==> config.mk <==
export PLATFORM = sky130hd
export DESIGN_NAME = queue_drain_ctrl
export DESIGN_NICKNAME = d
export VERILOG_FILES = /design/src/rtl/queue_drain_ctrl.sv
export SDC_FILE = /design/constraint.sdc
export NUM_CORES = 1
export LEC_CHECK = 0
export ABC_AREA = 1
export BUFFER_PORTS_ARGS = -buffer_cell sky130_fd_sc_hd__buf_2
export CAP_MARGIN = 20
export CORE_ASPECT_RATIO = 1.75
export CORE_MARGIN = 5
export CORE_UTILIZATION = 30
export DETAILED_ROUTE_END_ITERATION = 6
export GPL_TIMING_DRIVEN = 1
export MAX_ROUTING_LAYER = met4
export PLACE_DENSITY = 0.62
export SYNTH_ARGS = -nofsm -noshare
export SYNTH_HDL_FRONTEND = slang
export SYNTH_SLANG_ARGS = --single-unit
==> constraint.sdc <==
create_clock -name clock -period 2.9 [get_ports clock]
set_input_delay 0.435 -clock clock [delete_from_list [all_inputs] [get_ports clock]]
set_output_delay 0.435 -clock clock [all_outputs]
set_load 0.005 [all_outputs]
==> src/rtl/queue_drain_ctrl.sv <==
// Consumer-side drain sequencer: pops queue words one at a time and hands them downstream.
// Latency: dequeue 1 cycle after occupancy is seen; word valid 1 cycle after occupancy drops.
// Backpressure: m_ready_in low holds the word stable; no further dequeue until the handshake.
//
// Ports:
//   clock, reset        - rising-edge clock, synchronous active-low reset
//   len_in, data_in     - queue occupancy and head word (already in this clock domain)
//   dequeue_out         - level-held dequeue request to the queue
//   deser_en_out        - hysteresis enable back to the deserializer
//   m_data_out, m_valid_out, m_ready_in - downstream valid/ready port
//   busy_out            - FSM not in IDLE
//   err_out             - sticky dequeue timeout flag
// Optional build macro QDRAIN_TIMEOUT_EN: bounds the REQ wait and enables err_out.
module queue_drain_ctrl #(
  parameter int DATA_W      = 8,
  parameter int LEN_W       = 4,
  parameter int DEPTH       = 8,
  parameter int HIGH_WATER  = 6,
  parameter int LOW_WATER   = 2,
  parameter int HOLDOFF_CYC = 4,
  parameter int TIMEOUT_CYC = 255
) (
  input  logic              clock,
  input  logic              reset,
  input  logic [LEN_W-1:0]  len_in,
  input  logic [DATA_W-1:0] data_in,
  output logic              dequeue_out,
  output logic              deser_en_out,
  output logic [DATA_W-1:0] m_data_out,
  output logic              m_valid_out,
  input  logic              m_ready_in,
  output logic              busy_out,
  output logic              err_out
);

  typedef enum logic [1:0] {IDLE, REQ, OUT, HOLD} state_t;

  localparam int               HO_W      = (HOLDOFF_CYC > 1) ? $clog2(HOLDOFF_CYC) : 1;
  localparam logic [HO_W-1:0]  HO_LOAD   = HO_W'(HOLDOFF_CYC - 1);
  localparam logic [LEN_W-1:0] HIGH_LVL  = LEN_W'(HIGH_WATER);
  localparam logic [LEN_W-1:0] LOW_LVL   = LEN_W'(LOW_WATER);
  localparam logic [LEN_W-1:0] FULL_LVL  = LEN_W'(DEPTH);

  state_t              state, state_nxt;
  logic [LEN_W-1:0]    snap, snap_nxt;
  logic [HO_W-1:0]     ho_cnt, ho_nxt;
  logic                deq_nxt;
  logic                vld_nxt;
  logic [DATA_W-1:0]   dat_nxt;
  logic                en_nxt;

`ifdef QDRAIN_TIMEOUT_EN
  localparam logic [7:0] TO_LAST = 8'(TIMEOUT_CYC - 1);
  logic [7:0] to_cnt, to_nxt;
  logic       err_q, err_nxt;
`endif

  // Next-state and registered-output logic
  always_comb begin
    state_nxt = state;
    snap_nxt  = snap;
    ho_nxt    = ho_cnt;
    deq_nxt   = dequeue_out;
    vld_nxt   = m_valid_out;
    dat_nxt   = m_data_out;
`ifdef QDRAIN_TIMEOUT_EN
    to_nxt    = to_cnt;
    err_nxt   = err_q;
`endif
    case (state)
      IDLE: begin
        if (len_in != '0) begin
          // Snapshot occupancy: the pop is recognised when len falls below it,
          // which tolerates concurrent enqueues raising len meanwhile.
          snap_nxt  = len_in;
          deq_nxt   = 1'b1;
          state_nxt = REQ;
`ifdef QDRAIN_TIMEOUT_EN
          to_nxt    = '0;
`endif
        end
      end
      REQ: begin
        if (len_in < snap) begin
          dat_nxt   = data_in;
          vld_nxt   = 1'b1;
          deq_nxt   = 1'b0;
          state_nxt = OUT;
        end
`ifdef QDRAIN_TIMEOUT_EN
        else if (to_cnt == TO_LAST) begin
          deq_nxt   = 1'b0;
          err_nxt   = 1'b1;
          ho_nxt    = HO_LOAD;
          state_nxt = HOLD;
        end else begin
          to_nxt = to_cnt + 8'd1;
        end
`endif
      end
      OUT: begin
        if (m_valid_out && m_ready_in) begin
          vld_nxt   = 1'b0;
          ho_nxt    = HO_LOAD;
          state_nxt = HOLD;
        end
      end
      HOLD: begin
        if (ho_cnt == '0) state_nxt = IDLE;
        else              ho_nxt    = ho_cnt - 1'b1;
      end
      default: state_nxt = IDLE;
    endcase
  end

  // Deserializer throttle: hysteresis between the water marks, full forces off.
  always_comb begin
    en_nxt = deser_en_out;
    if (len_in == FULL_LVL)      en_nxt = 1'b0;
    else if (len_in >= HIGH_LVL) en_nxt = 1'b0;
    else if (len_in <= LOW_LVL)  en_nxt = 1'b1;
  end

  always_ff @(posedge clock) begin
    if (!reset) begin
      state        <= IDLE;
      snap         <= '0;
      ho_cnt       <= '0;
      dequeue_out  <= 1'b0;
      m_valid_out  <= 1'b0;
      m_data_out   <= '0;
      deser_en_out <= 1'b1;
`ifdef QDRAIN_TIMEOUT_EN
      to_cnt       <= '0;
      err_q        <= 1'b0;
`endif
    end else begin
      state        <= state_nxt;
      snap         <= snap_nxt;
      ho_cnt       <= ho_nxt;
      dequeue_out  <= deq_nxt;
      m_valid_out  <= vld_nxt;
      m_data_out   <= dat_nxt;
      deser_en_out <= en_nxt;
`ifdef QDRAIN_TIMEOUT_EN
      to_cnt       <= to_nxt;
      err_q        <= err_nxt;
`endif
    end
  end

  assign busy_out = (state != IDLE);

`ifdef QDRAIN_TIMEOUT_EN
  assign err_out = err_q;
`else
  assign err_out = 1'b0;
`endif

endmodule
== Word level (Yosys, flattened, before mapping) ==
Cells that the tools add are included.
Cells by class
  mux-type cells: 16
  equality and inequality tests: 9
  add/sub/neg operators: 1
  reductions and logical operators: 15
  order comparisons: 3
Operators with widths (number)
  2-bit two-way mux: 5
  2-bit inequality test (second input constant): 5
  3-bit AND reduction: 3
  2-bit one-hot mux with 4 select lines: 1
  2-bit nonzero test: 4
  1-bit two-way mux: 7
  2-bit == test (second input constant): 2
  4-bit == test (second input constant): 1
  4-bit by 3-bit greater-or-equal comparator with 1-bit output (second input constant): 1
  4-bit by 2-bit less-or-equal comparator with 1-bit output (second input constant): 1
  2-bit zero test: 2
  4-bit less-than comparator: 1
  1-bit one-hot mux with 2 select lines: 2
  2-bit one-hot mux with 2 select lines: 1
  2-bit AND reduction: 2
  4-bit AND reduction: 1
  4-bit nonzero test: 1
  3-bit nonzero test: 1
  2-bit by 1-bit == test with 1-bit output (second input constant): 1
  2-bit by 1-bit subtractor with 2-bit output (second input constant): 1
  1-bit logical AND: 1
Word-level totals
  register bits: 19
  logic and storage cells: 51
  input port bits: 15

== Longest topological paths before layout ==
  depth after elaboration: 4
  depth in mapped cells: 11

== Worst setup path after synthesis ==
No wires, ideal clock.
  kind: input to register
  from: input port len_in[3]
  to: register dequeue_out
  slack: 1.471 ns
  arrival: 1.315 ns
  stages: 8
  buffers on the path: 1
  setup time: 0.114 ns
  cells stage by stage: ha_1 a21oi_1 nand2_2 nor2_4 buf_6 nand2_1 nand2_1 nor2_1
On the way
  cells in the longest elaborated chain, start to end: 3
  elaborated cells on any way between the ends: 5
  classes of those cells: 1 x order compare; 2 x eq/ne; 2 x reduce/logical
Ends and longest elaborated chain
  start, declared: RTL line 25  | input logic [LEN_W-1:0] len_in,
  4-bit less-than comparator or 4-bit nonzero test (tied branches): RTL line 84, 72
  2-bit inequality test (no source line)
  3-bit AND reduction (no source line) *
  end signal, assigned: RTL line 141  | dequeue_out <= deq_nxt;
  end, declared: RTL line 27  | output logic dequeue_out,
Mark *: on every way between the ends. The rest lies on a longest branch, timed or not.
A chain may end at the register's enable or synchronous reset.

== Final worst setup path ==
  from: register snap[3]
  to: register m_data_out[4]
On the way
  cells in the longest elaborated chain, start to end: 2
Ends and longest elaborated chain
  start, declared: RTL line 45  | logic [LEN_W-1:0] snap, snap_nxt;
  start signal, assigned: RTL line 139  | snap <= snap_nxt;
  4-bit less-than comparator: RTL line 84  | if (len_in < snap) begin
  2-bit AND reduction (no source line)
  end signal, assigned: RTL line 143  | m_data_out <= dat_nxt;
  end, declared: RTL line 29  | output logic [DATA_W-1:0] m_data_out,
Every way passes these cells.

==> impl_metrics.csv <==
group,metric,value,unit
status,status,"finished, final reports clean",
placement,placedCellCount,199,
logic_synthesis,yosysTopAreaCell,"dfxtp_1",
global_route,grt_pass1_wl,3.68,mm
power_and_ir_drop,sequentialPowerShare,0.378,
logic_synthesis,ys_ff_latch,19,
global_route,via_count_of_the_first_global_routing_pass,907,
worst_hold_path,hold_class,"primary input to flip-flop",
worst_setup_path,reg2reg_from,"snap[3]",
finish,areaGrowthSynthToFinish,20.9,%
power_and_ir_drop,power.net_switching,403,uW
worst_setup_path,cpLargestDelayFamily,"simple AND/OR/NAND/NOR gates",
clocking,insertion_delay,260,ps
die,dieWidth,53.4,um
finish,antennaDiodeCount,0,
sta,setup-tns-final,0,ps
power_and_ir_drop,powerDensity,856,mW/mm2
worst_setup_path,timing.critical_path.cells,"inv_1 -> ha_1 -> a21oi_1 -> nand2_2 -> nor2_4 -> inv_1 -> nor2_1 -> nor2_1",
detailed_routing,ant_nets,0,
run,number_of_max_cap_violations,0,
clocking,cts_num_sinks,19,
sta,final_min_period_over_clock_period,0.565,
finish,num-nets-final,185,
logic_synthesis,syn_inst,133,
worst_setup_path,crit_buf_inv,2,
global_route,globalRouteTotalUtil,0.110,
power_and_ir_drop,fraction_of_power_spent_switching_nets,0.395,
clocking,clkTransAtPathRegs,70,ps
placement,detailedPlacementHpwl,1.71,mm
die,fp.dieH,85.9,um
worst_setup_path,path_max_fanout,11,
sta,finalHoldViolCount,0,
power_and_ir_drop,comb_power_share,0.437,
power_and_ir_drop,leakage,0.610,nW
finish,nFillCells,374,
logic_synthesis,syn_area_per_cell,7.42,um2
worst_setup_path,critical_path_s_largest_stage_delay,310,ps
global_route,largest_net_degree_at_the_start_of_global_routing,18,
worst_setup_path,rr_worst_depth,8,
detailed_routing,number_of_remaining_drc_errors,0,
clocking,postCtsHoldBufs,0,
worst_hold_path,worstHoldEndpoint,"m_data_out[1]",
logic_synthesis,synth-seq-area-share,0.385,
detailed_routing,count_of_routing_violations_after_the_opening_detailed_route_iteration,19,
placement,port-buffer-count,26,
finish,area.sequential,380,um2
finish,most_used_cells_in_the_layout_excluding_fill_and_tap_cells,"buf_2 (26), nor2_1 (22), inv_1 (20)",
logic_synthesis,ys_top_cells_by_area,"dfxtp_1 (39%), ha_1 (11%), nor2_1 (8.4%)",
sta,fin_hold_ws,396,ps
clocking,clock_tree.htree_level_count,1,
sta,fin_worst_skew,4.13,ps
finish,drive_gt1_frac,0.250,
sta,achievable-frequency,611,MHz
worst_setup_path,timing.critical_path.to_type,"flip-flop",
worst_setup_path,library_cell_contributing_the_largest_single_delay_on_the_critical_path,"dfxtp_1",
die,rows,27,
logic_synthesis,yosysUniqueCellTypes,22,
logic_synthesis,post_synth_instance_area,987,um2
logic_synthesis,syn_nets,157,
die,pin_count,28,
global_route,grt_antenna_before_repair,0,
finish,post-route-util,0.376,
power_and_ir_drop,internal-power,618,uW
power_and_ir_drop,clockPowerShare,0.185,
clocking,number_of_buffers_inserted_during_clock_tree_synthesis,3,
worst_setup_path,worst-setup-path-type,"flip-flop to flip-flop",
detailed_routing,pre_antenna_drt_iters,4,
finish,stdcell_count,203,
sta,post-route-worst-setup-slack,1260,ps
sta,fin_crit,1640,ps
clocking,ctsResizeCount,0,
detailed_routing,vias,893,
finish,multi_input_area,498,um2
placement,place_congestion,0.702,
die,core_area,0.00318,mm2
detailed_routing,routed_wl,2.20,mm
clocking,ctsRootBufferMaster,"clkbuf_8",
finish,final_common_cell,"buf_2",
power_and_ir_drop,ir_worst_vdd,0.294,mV
worst_setup_path,reg2reg_setup_slack,1260,ps
logic_synthesis,synth.yosys.warnings,0,
worst_hold_path,holdPathStages,3,
worst_hold_path,hold_path_startpoint,"data_in[1]",
worst_setup_path,arrival,1790,ps
sta,slew_violations,0,
die,floorplan.die_area,0.00458,mm2
logic_synthesis,synth_largest_type_area_fraction,0.385,
worst_setup_path,critical_path.startpoint_type,"flip-flop",
detailed_routing,drt-wirelength-per-cell,10.8,um
worst_setup_path,regToRegEndpoint,"m_data_out[4]",
sta,setup_repair_after_global_routing_missed_its_margin,"false",
detailed_routing,routed_via_density,4.40,
sta,timing.final.setup_violations,0,
die,initial_util,0.311,
placement,place_ws,1030,ps
clocking,cts_tree,"done",
global_route,grt.overflow.total,0,
clocking,cts_post_setup_buffers_inserted,0,
clocking,ctsLongestPathBuffers,2,
worst_setup_path,required,3050,ps
-- tightest hold or removal path, stage by stage --
cell    delay (ps)
buf_2           70
nor2_1          30
nor2_1          80
-- per-stage QoR --
step	cell area [um2]	total power, mW
finish	1190	1.02
CTS	1190	1.04
global route	1190	1.12
detailed placement	1150	0.842
global placement	1150	0.837
floorplan	987	0.718
-- final cells by class --
cell class                      instances  share of cell area
Clock buffer                            4              0.0377
Tap cell                               43              0.0451
Sequential cell                        19               0.319
Inverter                               23              0.0723
Timing Repair Buffer                   26               0.109
Multi-Input combinational cell         88               0.417
-- cells in the mapped netlist (all sizes together) --
| master | number |
|---|---|
| ha | 9 |
| clkbuf | 1 |
| o21ai | 13 |
| nand2 | 21 |
| nand3 | 4 |
| or2 | 1 |
| a31oi | 2 |
| a211oi | 1 |
| dfxtp | 19 |
| nor2 | 23 |
| inv | 23 |
| buf | 2 |
| conb | 1 |
| a21oi | 10 |
| nand4 | 3 |
-- layer usage --
| layer | wire [um] | share of wire | vias up | global-route usage |
|---|---|---|---|---|
| met5 | 0 | 0 | - | - |
| met4 | 17 | 0.0077 | 0 | 0.0488 |
| met1 | 900 | 0.41 | 396 | 0.110 |
| met3 | 138 | 0.063 | 2 | 0.0243 |
| li1 | - | - | 469 | - |
| met2 | 1140 | 0.52 | 26 | 0.196 |
-- kinds of logic (layout without fill, tap and decap cells) --
kind of cell / count (synthesis) / in the layout / synth area share
buffers and inverters: 26 / 53 / 0.110
DFF: 19 / 19 / 0.385
other: 1 / 1 / 0.00380
adders and majority gates: 9 / 9 / 0.114
and+or+nand+nor: 52 / 52 / 0.231
AOI/OAI and AO/OA: 26 / 26 / 0.156
-- worst max path at each step --
stage | slack, ps | cells past startpoint | to | from
after global placement | 1050 | 8 | m_data_out[3] | len_in[3]
after detailed placement | 1030 | 8 | m_data_out[4] | len_in[3]
after CTS | 1220 | 8 | m_data_out[4] | snap[3]
after floorplan | 1470 | 8 | dequeue_out | len_in[3]
final | 1260 | 8 | m_data_out[4] | snap[3]
after global routing | 1110 | 10 | m_data_out[5] | snap[1]
-- registers in the layout (all words and copies together) (netlist names) --
signal,count
deser_en_out,1
state,2
m_data_out,8
ho_cnt,2
snap,4
m_valid_out,1
dequeue_out,1
-- power groups by stage --
stage	clock (mW)	combinational, mW	sequential, mW
4_1_cts	0.190	0.456	0.389
2_1_floorplan	0	0.331	0.387
3_3_place_gp	0	0.446	0.391
5_1_grt	0.206	0.517	0.398
6_report	0.189	0.447	0.386
3_5_place_dp	0	0.452	0.390
Note: power is estimated with default switching activity, not from simulation.
